**src/rtl/ws2812_rx.sv**
```systemverilog
// ws2812_rx: receiver/decoder for the single-wire WS2812-style NRZ pixel stream.
// Classifies each high pulse by width (glitch / 0 / 1 / stuck-high), assembles
// 24-bit pixels MSB-first and latches a whole frame once the line idles low for
// RESET_CYCLES clocks.
//
// Ports:
//   clk          system clock
//   rst          asynchronous active-high reset
//   din          serial line, asynchronous to clk
//   frame_rgb    last latched frame, pixel 0 in the top 24 bits
//   frame_valid  one-cycle pulse when frame_rgb updates
//   frame_count  complete pixels in the latched frame, capped at NUM_LEDS
//   pixel        most recently completed pixel
//   pixel_index  slot of that pixel (0-based)
//   pixel_valid  one-cycle pulse per completed in-range pixel
//   err          one-cycle error pulse
//   err_code     latest error: 01 glitch, 10 stuck high, 11 partial pixel
module ws2812_rx #(
  parameter int unsigned NUM_LEDS     = 6,
  parameter int unsigned MIN_HIGH     = 6,
  parameter int unsigned BIT_THRESH   = 29,
  parameter int unsigned MAX_HIGH     = 96,
  parameter int unsigned RESET_CYCLES = 2400
) (
  input  logic                     clk,
  input  logic                     rst,
  input  logic                     din,
  output logic [24*NUM_LEDS-1:0]   frame_rgb,
  output logic                     frame_valid,
  output logic [7:0]               frame_count,
  output logic [23:0]              pixel,
  output logic [7:0]               pixel_index,
  output logic                     pixel_valid,
  output logic                     err,
  output logic [1:0]               err_code
);

  localparam int unsigned FW     = 24 * NUM_LEDS;
  localparam logic [7:0]  HMin   = 8'(MIN_HIGH);
  localparam logic [7:0]  HThr   = 8'(BIT_THRESH);
  localparam logic [7:0]  HMax   = 8'(MAX_HIGH);
  localparam logic [7:0]  HSat   = 8'(MAX_HIGH + 1);
  localparam logic [7:0]  NLeds  = 8'(NUM_LEDS);
  localparam logic [15:0] LReset = 16'(RESET_CYCLES);

  typedef enum logic [1:0] {StSync, StReady, StHigh, StLow} state_e;

  logic [1:0]    sync_q;
  logic          din_s, din_q, rise, fall;
  state_e        state_q, state_d;
  logic [7:0]    hcnt_q, hcnt_d;
  logic [15:0]   lcnt_q, lcnt_d;
  logic [4:0]    bitcnt_q, bitcnt_d;
  logic [7:0]    pixcnt_q, pixcnt_d;
  logic [22:0]   shift_q, shift_d;
  logic [FW-1:0] shadow_q, shadow_d;
  logic [23:0]   word;

  logic [FW-1:0] frame_rgb_q, frame_rgb_d;
  logic          frame_valid_q, frame_valid_d;
  logic [7:0]    frame_count_q, frame_count_d;
  logic [23:0]   pixel_q, pixel_d;
  logic [7:0]    pixel_index_q, pixel_index_d;
  logic          pixel_valid_q, pixel_valid_d;
  logic          err_q, err_d;
  logic [1:0]    err_code_q, err_code_d;

  assign din_s = sync_q[1];
  assign rise  = din_s & ~din_q;
  assign fall  = ~din_s & din_q;

  always_ff @(posedge clk or posedge rst) begin
    if (rst) begin
      sync_q        <= '0;
      din_q         <= 1'b0;
      state_q       <= StSync;
      hcnt_q        <= '0;
      lcnt_q        <= '0;
      bitcnt_q      <= '0;
      pixcnt_q      <= '0;
      shift_q       <= '0;
      shadow_q      <= '0;
      frame_rgb_q   <= '0;
      frame_valid_q <= 1'b0;
      frame_count_q <= '0;
      pixel_q       <= '0;
      pixel_index_q <= '0;
      pixel_valid_q <= 1'b0;
      err_q         <= 1'b0;
      err_code_q    <= '0;
    end else begin
      sync_q        <= {sync_q[0], din};
      din_q         <= din_s;
      state_q       <= state_d;
      hcnt_q        <= hcnt_d;
      lcnt_q        <= lcnt_d;
      bitcnt_q      <= bitcnt_d;
      pixcnt_q      <= pixcnt_d;
      shift_q       <= shift_d;
      shadow_q      <= shadow_d;
      frame_rgb_q   <= frame_rgb_d;
      frame_valid_q <= frame_valid_d;
      frame_count_q <= frame_count_d;
      pixel_q       <= pixel_d;
      pixel_index_q <= pixel_index_d;
      pixel_valid_q <= pixel_valid_d;
      err_q         <= err_d;
      err_code_q    <= err_code_d;
    end
  end

  always_comb begin
    state_d       = state_q;
    hcnt_d        = hcnt_q;
    lcnt_d        = lcnt_q;
    bitcnt_d      = bitcnt_q;
    pixcnt_d      = pixcnt_q;
    shift_d       = shift_q;
    shadow_d      = shadow_q;
    frame_rgb_d   = frame_rgb_q;
    frame_valid_d = 1'b0;
    frame_count_d = frame_count_q;
    pixel_d       = pixel_q;
    pixel_index_d = pixel_index_q;
    pixel_valid_d = 1'b0;
    err_d         = 1'b0;
    err_code_d    = err_code_q;
    // Assembled word if the pulse ending now is accepted as a data bit.
    word          = {shift_q, (hcnt_q >= HThr)};

    unique case (state_q)
      StSync: begin
        // Hold the frame context empty until the line has idled long enough.
        bitcnt_d = '0;
        pixcnt_d = '0;
        shadow_d = '0;
        if (din_s) begin
          lcnt_d = '0;
        end else if (lcnt_q == LReset) begin
          state_d = StReady;
        end else begin
          lcnt_d = lcnt_q + 16'd1;
        end
      end

      StReady: begin
        if (rise) begin
          hcnt_d  = 8'd1;
          state_d = StHigh;
        end
      end

      StHigh: begin
        // Stuck-high wins even when the fall arrives in the same cycle.
        if (hcnt_q > HMax) begin
          err_d      = 1'b1;
          err_code_d = 2'b10;
          lcnt_d     = '0;
          state_d    = StSync;
        end else if (fall) begin
          lcnt_d  = 16'd1;
          state_d = StLow;
          if (hcnt_q < HMin) begin
            err_d      = 1'b1;
            err_code_d = 2'b01;
          end else if (bitcnt_q == 5'd23) begin
            bitcnt_d = '0;
            pixel_d  = word;
            if (pixcnt_q < NLeds) begin
              pixel_index_d = pixcnt_q;
              pixel_valid_d = 1'b1;
              for (int i = 0; i < NUM_LEDS; i++) begin
                if (pixcnt_q == 8'(i)) shadow_d[FW-1-24*i -: 24] = word;
              end
            end
            if (pixcnt_q != 8'hFF) pixcnt_d = pixcnt_q + 8'd1;
          end else begin
            shift_d  = word[22:0];
            bitcnt_d = bitcnt_q + 5'd1;
          end
        end else if (hcnt_q != HSat) begin
          hcnt_d = hcnt_q + 8'd1;
        end
      end

      StLow: begin
        if (lcnt_q == LReset) begin
          frame_rgb_d   = shadow_q;
          frame_count_d = (pixcnt_q > NLeds) ? NLeds : pixcnt_q;
          frame_valid_d = 1'b1;
          if (bitcnt_q != 5'd0) begin
            err_d      = 1'b1;
            err_code_d = 2'b11;
          end
          bitcnt_d = '0;
          pixcnt_d = '0;
          shadow_d = '0;
          // A coincident rise starts the next frame straight away.
          if (rise) begin
            hcnt_d  = 8'd1;
            state_d = StHigh;
          end else begin
            state_d = StReady;
          end
        end else if (rise) begin
          hcnt_d  = 8'd1;
          state_d = StHigh;
        end else begin
          lcnt_d = lcnt_q + 16'd1;
        end
      end

      default: state_d = StSync;
    endcase
  end

  assign frame_rgb   = frame_rgb_q;
  assign frame_valid = frame_valid_q;
  assign frame_count = frame_count_q;
  assign pixel       = pixel_q;
  assign pixel_index = pixel_index_q;
  assign pixel_valid = pixel_valid_q;
  assign err         = err_q;
  assign err_code    = err_code_q;

endmodule

```
**config.mk**
```make
export PLATFORM = sky130hd
export DESIGN_NAME = ws2812_rx
export DESIGN_NICKNAME = d
export VERILOG_FILES = /design/src/rtl/ws2812_rx.sv
export SDC_FILE = /design/constraint.sdc
export NUM_CORES = 1
export LEC_CHECK = 0
export ABC_AREA = 1
export CORE_UTILIZATION = 55
export DETAILED_ROUTE_END_ITERATION = 16
export HOLD_SLACK_MARGIN = 0.02
export PLACE_DENSITY = 0.85
export SLEW_MARGIN = 20
export SYNTH_ARGS = -nofsm -noshare
export SYNTH_HDL_FRONTEND = slang
export SYNTH_SLANG_ARGS = --single-unit
```
**constraint.sdc**
```tcl
create_clock -name clk -period 18 [get_ports clk]
set_input_delay 3.6 -clock clk [delete_from_list [all_inputs] [get_ports clk]]
set_output_delay 3.6 -clock clk [all_outputs]
set_load 0.05 [all_outputs]
```
* Yosys cells after proc, flatten, opt, wreduce, memory -nomap -nowiden
Index checks and enable logic that the tools add are counted. Widths: inputs -> output; s select.
Storage, ports and cells: word-level logic and storage cells 164, register bits 398, output and inout bits 189, input port bits 3
Operators by class: add/sub/neg operators 4, bitwise operators 7, reduce and logical (&&, ||, !) cells 23, equality and inequality tests 36, muxes and demuxes 67, magnitude comparators 5
Operator list (number):
- $mux 144 | 6
- $pmux 144 s3 | 1
- $mux 24 | 6
- $mux 16 | 6
- $mux 8 | 11
- $pmux 16 s3 | 1
- $reduce_and 8->1 | 6
- $ne 2x2->1 const B | 20
- $reduce_and 5->1 | 6
- $mux 5 | 5
- $mux 2 | 12
- $pmux 8 s3 | 1
- $add 16x1->16 const B | 1
- $add 8x1->8 const B | 2
- $eq 16x12->1 const B | 1
- $eq 8x2->1 const B | 2
- $eq 8x3->1 const B | 2
- $lt 8x3->1 const B | 2
- $pmux 8 s2 | 1
- $pmux 5 s3 | 1
- $mux 1 | 13
- $ne 3x3->1 const B | 3
- $eq 8x1->1 const B | 1
- $ge 8x5->1 const B | 1
- other kinds (24) | 31

* Logic depth before layout (Yosys ltp)
Gate-level depths: netlist of run 1.
depth in word-level cells 8, gate-level depth with buffers 14, depth with buffers taken out 13

* Least setup slack after synthesis of run 1
No wires, ideal clock.
path kind reg2out, start register frame_count_q[1], in the netlist frame_count[1], end output port frame_count[1], required time 14400 ps, path buffers 0, setup slack 13799 ps, cell stages (with the launch flop) 1, arrival time 601 ps, path through dfrtp_1
RTL lines:
- from (decl) | line 61 | logic [7:0] frame_count_q, frame_count_d;
- from (signal assigned) | line 103 | frame_count_q <= frame_count_d;
- to (decl) | line 30 | output logic [7:0] frame_count,
No word-level cell between the ends.

==> key figures, run 1 <==
Run status
  – Status: completed

Worst setup path
  – Startpoint types: primary input
  – CP Capture Type: async pin
  – Reg2reg path depth: 7
  – Worst r2r src: state_q[1]$_DFFE_PP0P_
  – Worst EP required: approximately 19 ns
  – Setup slack, reg-to-reg: 14.05 ns
  – Worst Path Max Fanout: 105
  – Crit path arrival time: about 6.2 ns
  – Reg2Reg Capture Point: frame_rgb[67]$_DFFE_PP0P_
  – CP Class: in2async

STA
  – Final setup violation count: 0
  – Final Max Tran Viols: 0
  – F_max: 0.178 GHz
  – RSZ-0062 raised after global routing: false
  – Layout Skew: 0.0307 ns
  – Final min period: 5.61 ns
  – Setup_tns: 0 ns
  – Hold_ws: 0.357 ns
  – Final Hold Violating Endpoints: 0
  – Post-route clock period utilization: 31.2%
  – Worst Tran Pin Value: 1.29 ns
  – Relative slew slack: around 14%

Global route
  – Met3 GRT Util: roughly 4.2%
  – First-pass GRT wire length: 69,300 µm
  – Gr usage total: 28.9%
  – Largest net degree at the start of global routing: 168
  – Vias in the first global route: 13,200
  – Initial antenna violation count: 0
  – Met2 Use GR: 45.3%
  – Global routing's busiest layer: met2
  – Grt ovf: 0
  – Met1 usage: 39.5%

Final layout
  – N_diodes: 0
  – Area grow syn2layout: 21.4%
  – Final Non-Filler Cells: around 2,500
  – Final Core Density: 68.7%
  – Layout cell share with drive strength beyond 1: 4.42%
  – Nets: between 2,000 and 2,500

Die
  – Core ar.: between 0.02 and 0.03 mm²
  – Site Rows: 62
  – Vert. Die Dim: 175 µm
  – Die X: between 150 and 200 µm
  – I/O pin count: 192
  – Total die area: 0.0305 mm²
  – Initial Utilization: 56.6%

CTS
  – CTS tree: built
  – Clock-pin slew on the worst setup and hold paths: 0.06 ns
  – PostCTS Resize Cnt: 0
  – Setup bufs post-CTS: 0
  – Root buffer cell: clkbuf_16
  – Max clock buf depth: 3
  – CTS buffer count: 40
  – # hold bufs at CTS: 0
  – Clk sink count: just under 400
  – H-Tree Depth: 2
  – Clock latency on the worst-skew pair: 0.54 ns

Synthesis
  – Largest family of logic cells by synthesized area: simple AND/OR/NAND/NOR gates
  – Post-Syn Nets: 1,969
  – Synth area leader: dfrtp_1
  – Mapped cell area: 0.0164 mm²
  – Post-synthesis simple-gate area fraction: 30.2%
  – Area contributors post-synth: dfrtp_1 (61%), nand2_1 (23%), nand3_1 (3.4%)
  – Post-synthesis sequential area ratio: 60.7%
  – Yosys top cell area share: about three fifths
  – Adder-cell area share of the yosys netlist: 0.839%
  – Top-count cell post-synth: nand2_1
  – Asr flop ratio synth: 100%
  – Synth top cells by count: nand2_1 (990), dfrtp_1 (398), nor2_1 (124)
  – #FFs+latches synth: 398
  – Synth Instances: 1,955
  – Unique masters post-synth: 29
  – Multiplexer share of the synthesized area: 0%
  – Xor-xnor portion of the synthesized cell area: 0.480%
  – Post-Syn Area per Cell: 8.40 µm²
  – Synthesis Warnings: 0
  – Top_reg_cell synth: dfrtp_1
  – Post-synth EDFFs: 0
  – Synth Area in Compound Gates: approximately 3.2%

Hold path
  – Hold EP: sync_q[1]$_DFF_PP0_
  – Hold Crit Class: reg2reg
  – Hold depth: 0
  – Startpoint of the worst hold path: sync_q[0]$_DFF_PP0_

Routing
  – DRT Pass-1 Iters: 6
  – DRC: 0
  – Final wirelength: 43,600 µm
  – Via count: about 14,000
  – Post-route ant nets: 0
  – Starting DRT DRC Count: roughly 1,600
  – Per-cell routed wire length: about 17 µm
  – Number of vias per cell: 5.43

Pwr
  – Logic gate share of total power: 1.2%
  – P per Cell Area: 89.2 mW/mm²
  – P_sw: 0.000362 W
  – LEAKAGE: 10.6 nW
  – Reg power frac: 50.4%
  – Clock power frac: 48.4%
  – Switching Share: 20.3%
  – Maximum VDD drop: 0.0745 mV
  – Internal Pwr Total: 0.00142 W

Placement
  – Port buffer count: 191
  – GPL Wtd Cong: 0.890
  – DP Wirelength: 27,300 µm
  – Placed Cells: between 2,000 and 2,500

Flow run
  – Number of max-cap violations: 0
[cell usage in the layout, fill, tap and decap left out, drive strengths merged]
master	n
nand2	997
dfrtp	398
clkdlybuf4s50	191
nor2	126
nand3	111
inv	94
o21ai	65
clkbuf	54
a21oi	30
buf	16
nand4	12
ha	11
clkinv	10
xor2	9
nor3	9
bufinv	5
o21bai	3
nand3b	2
nor3b	2
a22o	1
a2bb2oi	1
a31oi	1
[final cells by class]
type | count | area [µm²]
clock inverters | 15 | 215
well taps | 384 | 480
clock buffers | 54 | 1150
multi-input cells | 1380 | 5720
inverters | 94 | 363
flip-flops and latches | 398 | 9960
repair buffers | 207 | 2040
fillers | 2226 | 9080
[critical path: stages]
cell and delay (ns):
clkdlybuf4s50_1 0.49, inv_8 0.48, buf_4 0.88, buf_4 0.63
[layer usage]
layer	vias to the layer above	share of wire, %
met5	-	0
met4	0	5.0
met3	110	7.5
met2	618	47
met1	6649	41
li1	6367	-
[cells by family after synthesis]
logic type               Yosys count
flip-flops                       398
XOR/XNOR                           9
AO/OA/AOI/OAI                    101
AND/OR/NAND/NOR                 1259
buffers and inverters            177
adder cells (fa/ha/maj)           11
[through the flow]
stage / total power, W / cell area [µm²] / worst slack, ns
finish: 0.00178 / 19900 / 12.39
CTS: 0.00179 / 19900 / 12.25
floorplan: 0.000929 / 16400 / 3.33
global route: 0.00183 / 19900 / 11.99
global placement: 0.000935 / 18600 / 11.72
detailed placement: 0.000936 / 18600 / 11.70
[power by group through the flow]
stage               Clock, W  Sequential [W]  Combinational (W)
detailed placement         0        0.000913          0.0000228
global placement           0        0.000913          0.0000223
finish              0.000860        0.000896          0.0000217
global route        0.000906        0.000896          0.0000259
floorplan                  0        0.000913          0.0000158
CTS                 0.000868        0.000896          0.0000228
[flip-flops by register name (all words and copies together), names as in the netlist, 2 cells and up]
signal and cells:
pixcnt_q 8, frame_count 8, state_q 2, sync_q 2
shift_q 23, err_code 2, frame_rgb 144, bitcnt_q 5
shadow_q 144, hcnt_q 8, lcnt_q 16, pixel 24
pixel_index 8
[worst max-delay path by stage]
stage / start / endpoint / slack (ns) / depth (start not counted)
CTS: rst / state_q[0]$_DFFE_PP0P_ / 12.25 / 4
finish: rst / shift_q[9]$_DFFE_PP0P_ / 12.39 / 4
global route: rst / state_q[0]$_DFFE_PP0P_ / 11.99 / 4
floorplan: rst / bitcnt_q[0]$_DFFE_PP0P_ / 3.33 / 1
global placement: rst / pixel[10]$_DFFE_PP0P_ / 11.72 / 4
detailed placement: rst / pixel[8]$_DFFE_PP0P_ / 11.70 / 4
(Power assumes the default switching activity.)
==> run 2, diff against run 1 <==
==> constraint.sdc (replaced) <==
create_clock -name clk -period 5.5 [get_ports clk]
set_input_delay 1.1 -clock clk [delete_from_list [all_inputs] [get_ports clk]]
set_output_delay 1.1 -clock clk [all_outputs]
set_load 0.05 [all_outputs]
==> run 2 against run 1 <==
Total power grew to 3.2 times the previous value; clock power grew to 3.2 times the previous value; sequential power grew to 3.3 times the previous value; flip-flop and latch count is the same; cell area shrank 0.19%; clock-buffer cell count grew 1; final cell count shrank 0.12%; via count grew 0.25%; routed wire length is essentially flat; clock skew shrank 0.016 ns; register-to-register slack lost 12 ns; largest power group unchanged; highest routed layer unchanged.
==> key figures, run 2 (synthesis gave the netlist of run 1 again) <==
Global route
  – Largest net degree at the start of global routing: 150 (-11%)
  – Gr usage total: 29.2% (+0.31 points)
  – Vias in the first global route: 13,300 (+0.33%)
  – Grt ovf: 0 (unchanged)
  – Initial antenna violation count: 0 (unchanged)
  – First-pass GRT wire length: 70,000 µm (+1.1%)

Routing
  – DRT Pass-1 Iters: 6 (unchanged)
  – Via count: 13,800 (+0.25%)
  – Per-cell routed wire length: 17.2 µm (about the same)
  – Starting DRT DRC Count: 1,629 (+3.7%)
  – Final wirelength: 43,600 µm (about the same)
  – DRC: 0 (unchanged)
  – Post-route ant nets: 0 (unchanged)
  – Number of vias per cell: 5.45 (+0.37%)

Worst setup path
  – Worst EP required: 5.91 ns (-12.70 ns)
  – Worst r2r src: state_q[0]$_DFFE_PP0P_
  – Worst path most repeated cell: nand2_1
  – Worst Path Max Fanout: 41 (-61%)
  – Worst Setup EP: shadow_q[11]$_DFFE_PP0P_
  – Critical path depth: 11 (+7)
  – Crit path arrival time: 3.91 ns (-2.31 ns)
  – Bufs and invs on worst path: 3 (-1)
  – Reg2Reg Capture Point: shadow_q[11]$_DFFE_PP0P_
  – Worst Setup SP: state_q[0]$_DFFE_PP0P_
  – Cell Chain, Critical Path: inv_2 > nand2_1 > buf_4 > nor2_1 > nor2_1 > nand3_2 > nor2_4 > buf_4 > nand2_2 > nand2_1 > nand2_1
  – Reg2reg path depth: 11 (+4)
  – CP Class: reg2reg
  – CP Capture Type: flip-flop
  – Setup slack, reg-to-reg: 2.00 ns (-12.05 ns)
  – Worst path slowest cell: nor2_4
  – CP max stage delay: 0.83 ns (-0.05 ns)
  – Startpoint types: flip-flop
  – Top delay family on crit path: simple AND/OR/NAND/NOR gates

STA
  – Relative slew slack: 12.1% (-1.9 points)
  – Layout Skew: 0.0146 ns (-0.0162 ns)
  – Worst Tran Pin Value: 1.31 ns (+0.0289 ns)
  – Hold_ws: 0.348 ns (-0.00921 ns)
  – Final Hold Violating Endpoints: 0 (unchanged)
  – Final Max Tran Viols: 0 (unchanged)
  – Final setup violation count: 0 (unchanged)
  – RSZ-0062 raised after global routing: false
  – Final min period: 3.50 ns
  – Post-route clock period utilization: 63.6%
  – F_max: between 0.2 and 0.3 GHz

Die
  – Total die area: 0.0305 mm² (unchanged)
  – Initial Utilization: 56.6% (unchanged)
  – Core ar.: 0.0290 mm² (unchanged)
  – Site Rows: 62 (unchanged)
  – I/O pin count: 192 (unchanged)
  – Die X: 175 µm (unchanged)
  – Vert. Die Dim: 175 µm (unchanged)

CTS
  – Max clock buf depth: 3 (unchanged)
  – Setup bufs post-CTS: 0 (unchanged)
  – Clock latency on the worst-skew pair: 0.53 ns (about the same)
  – Root buffer cell: clkbuf_16
  – Clk sink count: 398 (unchanged)
  – PostCTS Resize Cnt: 0 (unchanged)
  – CTS tree: built
  – H-Tree Depth: 2 (unchanged)
  – CTS buffer count: 39 (-2.5%)
  – # hold bufs at CTS: 0 (unchanged)
  – Clock-pin slew on the worst setup and hold paths: 0.06 ns (about the same)

Pwr
  – LEAKAGE: 10.6 nW (-0.30%)
  – Maximum VDD drop: 0.198 mV (+170%)
  – P per Cell Area: 289 mW/mm² (+220%)

Final layout
  – Nets: 2,131 (-0.19%)
  – Final Core Density: 68.6% (-0.13 points)
  – Most frequent cells in the layout: nand2_1 (990), dfrtp_1 (398), clkdlybuf4s50_1 (191)
  – Layout cell share with drive strength beyond 1: 4.57% (+0.15 points)
  – Commonest non-fill, non-tap cell in the layout: nand2_1
  – N_diodes: 0 (unchanged)
  – Area grow syn2layout: 21.2%

Placement
  – GPL Wtd Cong: 0.875 (-1.7%)
  – Port buffer count: 191 (unchanged)
  – DP Wirelength: 27,700 µm (+1.2%)

Run status
  – Status: completed

Hold path
  – Hold depth: 0 (unchanged)
  – Hold Crit Class: reg2reg

Flow run
  – Number of max-cap violations: 0 (unchanged)
-- run 2: worst min path at each step --
stage | start | to
final | sync_q[0]$_DFF_PP0_ | sync_q[1]$_DFF_PP0_
after global placement | sync_q[0]$_DFF_PP0_ | sync_q[1]$_DFF_PP0_
after global routing | sync_q[0]$_DFF_PP0_ | sync_q[1]$_DFF_PP0_
after floorplan | sync_q[0]$_DFF_PP0_ | sync_q[1]$_DFF_PP0_
after CTS | sync_q[0]$_DFF_PP0_ | sync_q[1]$_DFF_PP0_
after detailed placement | sync_q[0]$_DFF_PP0_ | sync_q[1]$_DFF_PP0_
-- run 2: metrics by stage --
stage	instance area (µm²)	total power, W	TNS (ns)	setup WS (ns)	cells
after floorplan	16400	0.00304	-381.20	-0.958	1955
final	19900	0.00575	0	2.00	2529
after global routing	19900	0.00589	0	1.72	2529
after detailed placement	18600	0.00306	0	2.13	2460
after CTS	19900	0.00578	0	2.10	2529
after global placement	18600	0.00306	0	2.26	2460
-- run 2: area by class of cell --
type                            instances  area (µm²)
Sequential cell                       398        9960
Fill cell                            2181        9120
Multi-Input combinational cell       1380        5730
Timing Repair Buffer                  204        2050
Clock buffer                           55        1140
Tap cell                              384         480
Inverter                               94         359
Clock inverter                         14         176
-- run 2: power breakdown --
group	switching, W	total, W	internal, W
combinational	0.0000635	0.0000732	0.00000970
sequential	0.00000268	0.00293	0.00293
clock	0.00111	0.00274	0.00163
total	0.00118	0.00575	0.00457
-- run 2: per-layer routing --
metal  track usage (%)  wire length, µm  vias up
met1              40.0            17700     6691
li1                  -                -     6354
met4              12.3             1940        0
met5                 0                0        -
met3              5.18             3430      134
met2              46.4            20500      600
